<file path="src/rtl/stage_4_mem_wb_if.sv">
// Data-memory bus between the memory/write-back stage and the data memory.
// The stage is the master: it raises a request and holds the access
// attributes until the memory acknowledges.
interface stage_4_mem_wb_if;
    logic        mem_req;
    logic        mem_we;
    logic [31:0] mem_addr;
    logic [31:0] mem_wdata;
    logic [3:0]  mem_be;
    logic [31:0] mem_rdata;
    logic        mem_ack;

    modport master (
        output mem_req, mem_we, mem_addr, mem_wdata, mem_be,
        input  mem_rdata, mem_ack
    );

    modport slave (
        input  mem_req, mem_we, mem_addr, mem_wdata, mem_be,
        output mem_rdata, mem_ack
    );
endinterface

</file>
<file path="src/rtl/stage_4_mem_wb.sv">
// Memory-access and write-back stage.
// Accepts one op from execute, runs the data-memory handshake for loads and
// stores, formats load data and presents the write-back value with a
// one-cycle valid strobe. Misaligned accesses and bus timeouts abort the op.
// Memory results are registered on the acknowledge edge so that a load's
// write-back appears during the WB cycle; non-memory ops retire on the edge
// that leaves WB, which keeps both paths at their documented latencies.
module stage_4_mem_wb #(
    parameter int TIMEOUT_CYCLES = 255
) (
    input  logic             clock,
    input  logic             reset,
    input  logic             start,
    input  logic [31:0]      alu_result,
    input  logic [31:0]      store_data,
    input  logic [31:0]      pc_plus4,
    input  logic             memread,
    input  logic             memwrite,
    input  logic             memtoreg,
    input  logic             link,
    input  logic             mem_signed,
    input  logic [1:0]       mem_length,
    stage_4_mem_wb_if.master mem,
    output logic [31:0]      wb_data,
    output logic             wb_valid,
    output logic             done,
    output logic             busy,
    output logic             misalign,
    output logic             bus_err
);

    typedef enum logic [1:0] {
        S_IDLE   = 2'd0,
        S_ACCESS = 2'd1,
        S_WB     = 2'd2
    } state_t;

    // Counter only needs to reach TIMEOUT_CYCLES-1; the abort fires on the
    // cycle that would make it TIMEOUT_CYCLES.
    localparam int                 CNT_W    = (TIMEOUT_CYCLES < 2) ? 1 : $clog2(TIMEOUT_CYCLES);
    localparam bit                 TO_EN    = (TIMEOUT_CYCLES != 0);
    localparam logic [CNT_W-1:0]   CNT_LAST = (TIMEOUT_CYCLES == 0) ? '0 : CNT_W'(TIMEOUT_CYCLES - 1);
    localparam logic [CNT_W-1:0]   CNT_ONE  = CNT_W'(1);

    // Byte enables for an access of the given size at the given byte offset.
    function automatic logic [3:0] be_f(input logic [1:0] len, input logic [1:0] off);
        logic [3:0] be;
        case (len)
            2'b00:   be = 4'b0001 << off;
            2'b01:   be = off[1] ? 4'b1100 : 4'b0011;
            default: be = 4'b1111;
        endcase
        return be;
    endfunction

    // Store data replicated across every lane the access may hit.
    function automatic logic [31:0] wdata_f(input logic [1:0] len, input logic [31:0] sd);
        logic [31:0] wd;
        case (len)
            2'b00:   wd = {4{sd[7:0]}};
            2'b01:   wd = {2{sd[15:0]}};
            default: wd = sd;
        endcase
        return wd;
    endfunction

    // Pick the addressed lane out of the read word and extend it to 32 bits.
    function automatic logic [31:0] load_f(input logic [1:0] len, input logic sgn,
                                           input logic [1:0] off, input logic [31:0] rd);
        logic [7:0]  b;
        logic [15:0] h;
        logic [31:0] v;
        case (off)
            2'b00:   b = rd[7:0];
            2'b01:   b = rd[15:8];
            2'b10:   b = rd[23:16];
            default: b = rd[31:24];
        endcase
        h = off[1] ? rd[31:16] : rd[15:0];
        case (len)
            2'b00:   v = {{24{sgn & b[7]}}, b};
            2'b01:   v = {{16{sgn & h[15]}}, h};
            default: v = rd;
        endcase
        return v;
    endfunction

    // Write-back source priority: link, then load data, then ALU result.
    function automatic logic [31:0] wb_sel_f(input logic lnk, input logic m2r,
                                             input logic [31:0] pc4, input logic [31:0] ld,
                                             input logic [31:0] alu);
        logic [31:0] v;
        if (lnk) begin
            v = pc4;
        end else if (m2r) begin
            v = ld;
        end else begin
            v = alu;
        end
        return v;
    endfunction

    state_t           state_q,     state_d;
    logic [CNT_W-1:0] cnt_q,       cnt_d;
    logic [31:0]      alu_q,       alu_d;
    logic [31:0]      pc4_q,       pc4_d;
    logic             memop_q,     memop_d;
    logic             store_q,     store_d;
    logic             m2r_q,       m2r_d;
    logic             link_q,      link_d;
    logic             sgn_q,       sgn_d;
    logic [1:0]       len_q,       len_d;
    logic             mem_req_q,   mem_req_d;
    logic             mem_we_q,    mem_we_d;
    logic [31:0]      mem_addr_q,  mem_addr_d;
    logic [31:0]      mem_wdata_q, mem_wdata_d;
    logic [3:0]       mem_be_q,    mem_be_d;
    logic [31:0]      wb_data_q,   wb_data_d;
    logic             wb_valid_q,  wb_valid_d;
    logic             done_q,      done_d;
    logic             busy_q,      busy_d;
    logic             misalign_q,  misalign_d;
    logic             bus_err_q,   bus_err_d;

    logic             is_mem_s;
    logic             is_mis_s;

    // Classify the incoming op: memory access, and whether it is misaligned.
    always_comb begin
        is_mem_s = memread | memwrite;
        if (mem_length == 2'b00) begin
            is_mis_s = 1'b0;
        end else if (mem_length == 2'b01) begin
            is_mis_s = alu_result[0];
        end else begin
            is_mis_s = (alu_result[1:0] != 2'b00);
        end
    end

    // Next-state, latched-op and registered-output computation.
    always_comb begin
        state_d     = state_q;
        cnt_d       = cnt_q;
        alu_d       = alu_q;
        pc4_d       = pc4_q;
        memop_d     = memop_q;
        store_d     = store_q;
        m2r_d       = m2r_q;
        link_d      = link_q;
        sgn_d       = sgn_q;
        len_d       = len_q;
        mem_req_d   = mem_req_q;
        mem_we_d    = mem_we_q;
        mem_addr_d  = mem_addr_q;
        mem_wdata_d = mem_wdata_q;
        mem_be_d    = mem_be_q;
        wb_data_d   = wb_data_q;
        wb_valid_d  = 1'b0;
        done_d      = 1'b0;
        misalign_d  = 1'b0;
        bus_err_d   = 1'b0;

        case (state_q)
            S_IDLE: begin
                if (start) begin
                    alu_d   = alu_result;
                    pc4_d   = pc_plus4;
                    memop_d = is_mem_s;
                    store_d = memwrite;
                    m2r_d   = memtoreg;
                    link_d  = link;
                    sgn_d   = mem_signed;
                    len_d   = mem_length;
                    if (is_mem_s && is_mis_s) begin
                        misalign_d = 1'b1;
                        done_d     = 1'b1;
                    end else if (is_mem_s) begin
                        state_d     = S_ACCESS;
                        cnt_d       = '0;
                        mem_req_d   = 1'b1;
                        mem_we_d    = memwrite;
                        mem_addr_d  = {alu_result[31:2], 2'b00};
                        mem_wdata_d = wdata_f(mem_length, store_data);
                        mem_be_d    = be_f(mem_length, alu_result[1:0]);
                    end else begin
                        state_d = S_WB;
                    end
                end else begin
                    state_d = S_IDLE;
                end
            end
            S_ACCESS: begin
                if (mem.mem_ack) begin
                    state_d   = S_WB;
                    cnt_d     = '0;
                    mem_req_d = 1'b0;
                    done_d    = 1'b1;
                    if (!store_q) begin
                        wb_data_d  = wb_sel_f(link_q, m2r_q, pc4_q,
                                              load_f(len_q, sgn_q, alu_q[1:0], mem.mem_rdata),
                                              alu_q);
                        wb_valid_d = 1'b1;
                    end else begin
                        wb_valid_d = 1'b0;
                    end
                end else if (TO_EN && (cnt_q == CNT_LAST)) begin
                    state_d   = S_IDLE;
                    cnt_d     = '0;
                    mem_req_d = 1'b0;
                    bus_err_d = 1'b1;
                    done_d    = 1'b1;
                end else if (TO_EN) begin
                    cnt_d = cnt_q + CNT_ONE;
                end else begin
                    cnt_d = cnt_q;
                end
            end
            S_WB: begin
                state_d = S_IDLE;
                if (!memop_q) begin
                    wb_data_d  = wb_sel_f(link_q, m2r_q, pc4_q, 32'h0000_0000, alu_q);
                    wb_valid_d = 1'b1;
                    done_d     = 1'b1;
                end else begin
                    wb_valid_d = 1'b0;
                end
            end
            default: begin
                state_d   = S_IDLE;
                mem_req_d = 1'b0;
            end
        endcase

        busy_d = (state_d != S_IDLE);
    end

    // State and output registers with synchronous reset.
    always_ff @(posedge clock) begin
        if (reset) begin
            state_q     <= S_IDLE;
            cnt_q       <= '0;
            alu_q       <= 32'h0000_0000;
            pc4_q       <= 32'h0000_0000;
            memop_q     <= 1'b0;
            store_q     <= 1'b0;
            m2r_q       <= 1'b0;
            link_q      <= 1'b0;
            sgn_q       <= 1'b0;
            len_q       <= 2'b00;
            mem_req_q   <= 1'b0;
            mem_we_q    <= 1'b0;
            mem_addr_q  <= 32'h0000_0000;
            mem_wdata_q <= 32'h0000_0000;
            mem_be_q    <= 4'b0000;
            wb_data_q   <= 32'h0000_0000;
            wb_valid_q  <= 1'b0;
            done_q      <= 1'b0;
            busy_q      <= 1'b0;
            misalign_q  <= 1'b0;
            bus_err_q   <= 1'b0;
        end else begin
            state_q     <= state_d;
            cnt_q       <= cnt_d;
            alu_q       <= alu_d;
            pc4_q       <= pc4_d;
            memop_q     <= memop_d;
            store_q     <= store_d;
            m2r_q       <= m2r_d;
            link_q      <= link_d;
            sgn_q       <= sgn_d;
            len_q       <= len_d;
            mem_req_q   <= mem_req_d;
            mem_we_q    <= mem_we_d;
            mem_addr_q  <= mem_addr_d;
            mem_wdata_q <= mem_wdata_d;
            mem_be_q    <= mem_be_d;
            wb_data_q   <= wb_data_d;
            wb_valid_q  <= wb_valid_d;
            done_q      <= done_d;
            busy_q      <= busy_d;
            misalign_q  <= misalign_d;
            bus_err_q   <= bus_err_d;
        end
    end

    assign mem.mem_req   = mem_req_q;
    assign mem.mem_we    = mem_we_q;
    assign mem.mem_addr  = mem_addr_q;
    assign mem.mem_wdata = mem_wdata_q;
    assign mem.mem_be    = mem_be_q;
    assign wb_data       = wb_data_q;
    assign wb_valid      = wb_valid_q;
    assign done          = done_q;
    assign busy          = busy_q;
    assign misalign      = misalign_q;
    assign bus_err       = bus_err_q;

endmodule

</file>
<file path="src/flat_wrapper.sv">
// flat-port wrapper written by rule: the top's interface ports become plain ports
module stage_4_mem_wb_flat 
#(
    parameter int TIMEOUT_CYCLES = 255
)
  (clock, reset, start, alu_result, store_data, pc_plus4, memread, memwrite, memtoreg, link, mem_signed, mem_length, wb_data, wb_valid, done, busy, misalign, bus_err, mem_mem_req, mem_mem_we, mem_mem_addr, mem_mem_wdata, mem_mem_be, mem_mem_rdata, mem_mem_ack);
  stage_4_mem_wb_if mem_i ();
  input  logic clock;
  input  logic reset;
  input  logic start;
  input  logic [31:0] alu_result;
  input  logic [31:0] store_data;
  input  logic [31:0] pc_plus4;
  input  logic memread;
  input  logic memwrite;
  input  logic memtoreg;
  input  logic link;
  input  logic mem_signed;
  input  logic [1:0] mem_length;
  output logic [31:0] wb_data;
  output logic wb_valid;
  output logic done;
  output logic busy;
  output logic misalign;
  output logic bus_err;
  output wire logic [$bits(mem_i.mem_req)-1:0] mem_mem_req;
  output wire logic [$bits(mem_i.mem_we)-1:0] mem_mem_we;
  output wire logic [$bits(mem_i.mem_addr)-1:0] mem_mem_addr;
  output wire logic [$bits(mem_i.mem_wdata)-1:0] mem_mem_wdata;
  output wire logic [$bits(mem_i.mem_be)-1:0] mem_mem_be;
  input wire logic [$bits(mem_i.mem_rdata)-1:0] mem_mem_rdata;
  input wire logic [$bits(mem_i.mem_ack)-1:0] mem_mem_ack;
  assign mem_mem_req = mem_i.mem_req;
  assign mem_mem_we = mem_i.mem_we;
  assign mem_mem_addr = mem_i.mem_addr;
  assign mem_mem_wdata = mem_i.mem_wdata;
  assign mem_mem_be = mem_i.mem_be;
  assign mem_i.mem_rdata = mem_mem_rdata;
  assign mem_i.mem_ack = mem_mem_ack;
  stage_4_mem_wb #(.TIMEOUT_CYCLES(TIMEOUT_CYCLES)) u_core (.clock(clock), .reset(reset), .start(start), .alu_result(alu_result), .store_data(store_data), .pc_plus4(pc_plus4), .memread(memread), .memwrite(memwrite), .memtoreg(memtoreg), .link(link), .mem_signed(mem_signed), .mem_length(mem_length), .mem(mem_i), .wb_data(wb_data), .wb_valid(wb_valid), .done(done), .busy(busy), .misalign(misalign), .bus_err(bus_err));
endmodule
</file>
<file path="config.mk">
export PLATFORM = sky130hd
export DESIGN_NAME = stage_4_mem_wb_flat
export DESIGN_NICKNAME = d
export VERILOG_FILES = /design/src/rtl/stage_4_mem_wb_if.sv /design/src/rtl/stage_4_mem_wb.sv /design/src/flat_wrapper.sv
export SDC_FILE = /design/constraint.sdc
export NUM_CORES = 1
export LEC_CHECK = 0
export CORE_MARGIN = 2
export CORE_UTILIZATION = 37
export CTS_CLUSTER_DIAMETER = 30
export CTS_CLUSTER_SIZE = 14
export DETAILED_ROUTE_END_ITERATION = 8
export GPL_TIMING_DRIVEN = 0
export HOLD_SLACK_MARGIN = 0.02
export PLACE_DENSITY_LB_ADDON = 0.12
export SETUP_SLACK_MARGIN = 0.15
export SYNTH_ARGS = -nofsm -noshare
export SYNTH_HDL_FRONTEND = slang
export SYNTH_SLANG_ARGS = --single-unit
</file>
<file path="constraint.sdc">
create_clock -name clock -period 1.7 [get_ports clock]
set_input_delay 0.425 -clock clock [delete_from_list [all_inputs] [get_ports clock]]
set_output_delay 0.425 -clock clock [all_outputs]
set_load 0.005 [all_outputs]
</file>
==> out/qor.txt <==
Status = complete, but fails checks
Failing checks = setup timing
PwrDens = 856 nW/µm²
R2r worst-path depth = 7
Count of final hold-check violations = 0
Gate Count Post-Synth = 1048
Top metal layer carrying routed signals = met5
Hold EP = u_core.mem.mem_addr[30]$_SDFFE_PP0P_
Ys async rst share = 0
Met2 wire len = 15.5 mm
Worst Setup End Kind = flop
Clk sink count = 186
TritonCTS clock tree = yes
Synth cell types = 54
Period utilization = 1.06
DR iter-0 viols = 629
Compound-Gate Fraction of Synth Area = 0.263
Drt wl/cell = 20.1 µm
Worst Hold Class = reg2reg
Total track usage = 0.261
FF+latch count, synth = 186
TritonCTS Buffers = 17
Buffers on Ports = 243
Area grow syn2layout = 58.1%
GRT overflow = 0
XOR/XNOR Fraction of Synth Area = 0
Final setup violating endpoints = 25
Root Driver = clkbuf_16
Initial antenna violation count = 3
Synth Area in Adders = 0.00887
Ports = 246
Sequential cell area = 3780 µm²
Nets = 1500
RSZ-0062 raised after global routing = yes
Fin Setup TNS = -1.64 ns
First-pass GRT wire length = 48.5 mm
RePlAce Congestion = 0.932
Fmax = 0.555 GHz
DRT Wirelength = 33.3 mm
Share of post-route cells with drive strength above 1 = 0.235
FILL cells = 2119
Die span in y = 155 µm
Worst-path fanout max = 10
Largest family of logic cells by synthesized area = compound AO/OA/AOI/OAI gates
Max Buffers Root-to-Sink = 2
Metal-1 WL = 14.6 mm
Worst-margin pin slew = 0.773 ns
Critical R2R Capture = u_core.wb_data[13]$_SDFFE_PP0P_
Worst path arrival time = 2.11 ns
Detailed-route via count = 9115
Via/cell ratio = 5.51
Leak = 5.46 nW
FP Rows = 55
Yosys warns = 0
Largest net degree at the start of global routing = 20
Die ar. = 24100 µm²
Setup Crit Path Kind = reg2reg
Sequential share of the synthesized area = 0.440
Multiplexer share of the synthesized area = 0.0350
Max rail drop VDD = 0.000669 V
Residual DRC count = 0
CTS clk-pin slew, worst paths = 0.07 ns
EDFF count, synth = 0
H-Tree Depth = 4
Final Max Slew Viols = 0
Worst r2r src = u_core.state_q[0]$_SDFF_PP0_
Final Critical Period = 1.80 ns
Synth Area per Inst = 8.07 µm²
Setup slack at placement = -0.877 ns
Max-Cap Viols = 0
Area of the multi-input gates = 4800 µm²
Top FF cell, synth = dfxtp_1
Setup ws final = -0.101 ns
Area of the mapped netlist = 8460 µm²
Metal3 WL = 2.25 mm
Reg2Reg Setup Slack = -0.10 ns
Final HPWL DP = 23.7 mm
Setup crit start kind = flop
Worst Path Required = 2.01 ns
Post-route ant nets = 0
Worst Skew = 0.0119 ns
Slew Limit Headroom = 0.485
Initial Utilization = 0.375
Simple-gate share of the synthesized area = 0.193
Clock Latency Late Sink = 0.45 ns
Number of global-route vias before repair = 8608
Die width = 155 µm
Pre-antenna DRT Iters = 5
Utilization after layout = 0.593
Hold buffers post-CTS = 0
Hold wc startpoint = u_core.mem.mem_addr[30]$_SDFFE_PP0P_
Core area = 22600 µm²
Hold Path Depth = 2
per-stage QoR:
stage / hold slack [ns] / cells / total power [mW] / area (µm²)
after global routing: 0.470 / 1655 / 11.9 / 13400
after CTS: 0.453 / 1633 / 11.2 / 12700
final: 0.452 / 1655 / 11.4 / 13400
after detailed placement: 0.446 / 1577 / 6.90 / 11500
after floorplan: 0.431 / 1049 / 5.85 / 8670
after global placement: 0.441 / 1577 / 6.89 / 11500
worst max-delay path by stage:
| stage | startpoint | to | slack (ns) | cells after the start |
|---|---|---|---|---|
| detailed placement | mem_mem_ack | u_core.wb_data[13]$_SDFFE_PP0P_ | -0.88 | 6 |
| floorplan | u_core.state_q[0]$_SDFF_PP0_ | u_core.wb_data[8]$_SDFFE_PP0P_ | 0.07 | 8 |
| global route | u_core.state_q[0]$_SDFF_PP0_ | u_core.wb_data[11]$_SDFFE_PP0P_ | -0.15 | 7 |
| global placement | mem_mem_ack | u_core.wb_data[12]$_SDFFE_PP0P_ | -0.84 | 6 |
| CTS | mem_mem_rdata[15] | u_core.wb_data[21]$_SDFFE_PP0P_ | -0.08 | 7 |
| finish | u_core.state_q[0]$_SDFF_PP0_ | u_core.wb_data[13]$_SDFFE_PP0P_ | -0.10 | 7 |
cell families after synthesis:
logic type	count (synthesis)
AOI/OAI and AO/OA	329
adders and majority gates	6
buffers and inverters	109
DFF	186
muxes	27
other	1
and+or+nand+nor	390
sequential cells by signal (all words and copies together) (netlist names), 2 cells and up:
name	count
u_core.mem.mem_be	4
u_core.alu_q	32
u_core.wb_data	32
u_core.mem.mem_addr	30
u_core.cnt_q	8
u_core.mem.mem_wdata	32
u_core.state_q	2
u_core.pc4_q	32
u_core.len_q	2
what timing repair did:
action                                  4_1_cts  5_1_grt
cloned                                        4        7
buffers inserted                             20       13
hold endpoints to repair                      0        0
endpoints found under the setup margin      290      183
pin swaps                                    25       20
gates resized for setup                     305      117
report_power, final:
part | internal [mW] | total, mW | switching, mW
registers | 4.61 | 4.79 | 0.179
clock network | 2.26 | 4.27 | 2.01
logic | 1.19 | 2.39 | 1.20
total | 8.06 | 11.4 | 3.39
critical path, stage by stage (launching register included):
cell	delay [ns]
dfxtp_4	0.36
buf_4	0.14
ha_4	0.19
a221o_1	0.35
buf_6	0.16
buf_12	0.15
a221oi_4	0.20
a211oi_2	0.10
cell usage in the layout, fill, tap and decap left out, types with 28 or more instances in the layout:
cell type / n
o21ai_0: 28
a211oi_1: 33
buf_4: 33
dlygate4sd2_1: 112
a21oi_2: 29
dfxtp_1: 145
clkdlybuf4s50_1: 130
nand2_1: 251
dfxtp_2: 37
a21oi_1: 115
nor2_1: 59
cells in the mapped netlist (all sizes together) (3+ instances only):
master | instances | area [µm²]
a311oi | 12 | 105
clkbuf | 56 | 214
o21ai | 43 | 230
nor3 | 11 | 60.1
a211oi | 36 | 270
nand3 | 5 | 25.0
nor2b | 9 | 56.3
a22o | 14 | 123
o221ai | 23 | 264
nand2 | 259 | 975
inv | 16 | 60.1
mux2i | 24 | 244
nand3b | 4 | 30.0
dfxtp | 186 | 3720
and2 | 20 | 125
a21oi | 144 | 721
a211o | 5 | 43.8
nand2b | 7 | 43.8
a221oi | 30 | 282
ha | 6 | 75.1
o211ai | 9 | 67.6
a221o | 3 | 30.0
buf | 35 | 223
nor2 | 64 | 240
per-layer routing:
layer  up-vias  track usage
met5         -            0
met4         2       0.0935
met3        59       0.0599
met2       339        0.425
met1      4396        0.342
li1       4319            -
layout make-up:
cell class | instances | area share
clock buffer | 17 | 0.0318
antenna | 2 | 0.000374
sequential | 186 | 0.283
clock inverter | 15 | 0.0149
multi-input combinational | 754 | 0.359
timing repair buffer | 287 | 0.216
buffer | 91 | 0.0628
tap | 285 | 0.0267
inverter | 18 | 0.00570
No activity file was read; power rests on OpenSTA's default activity.
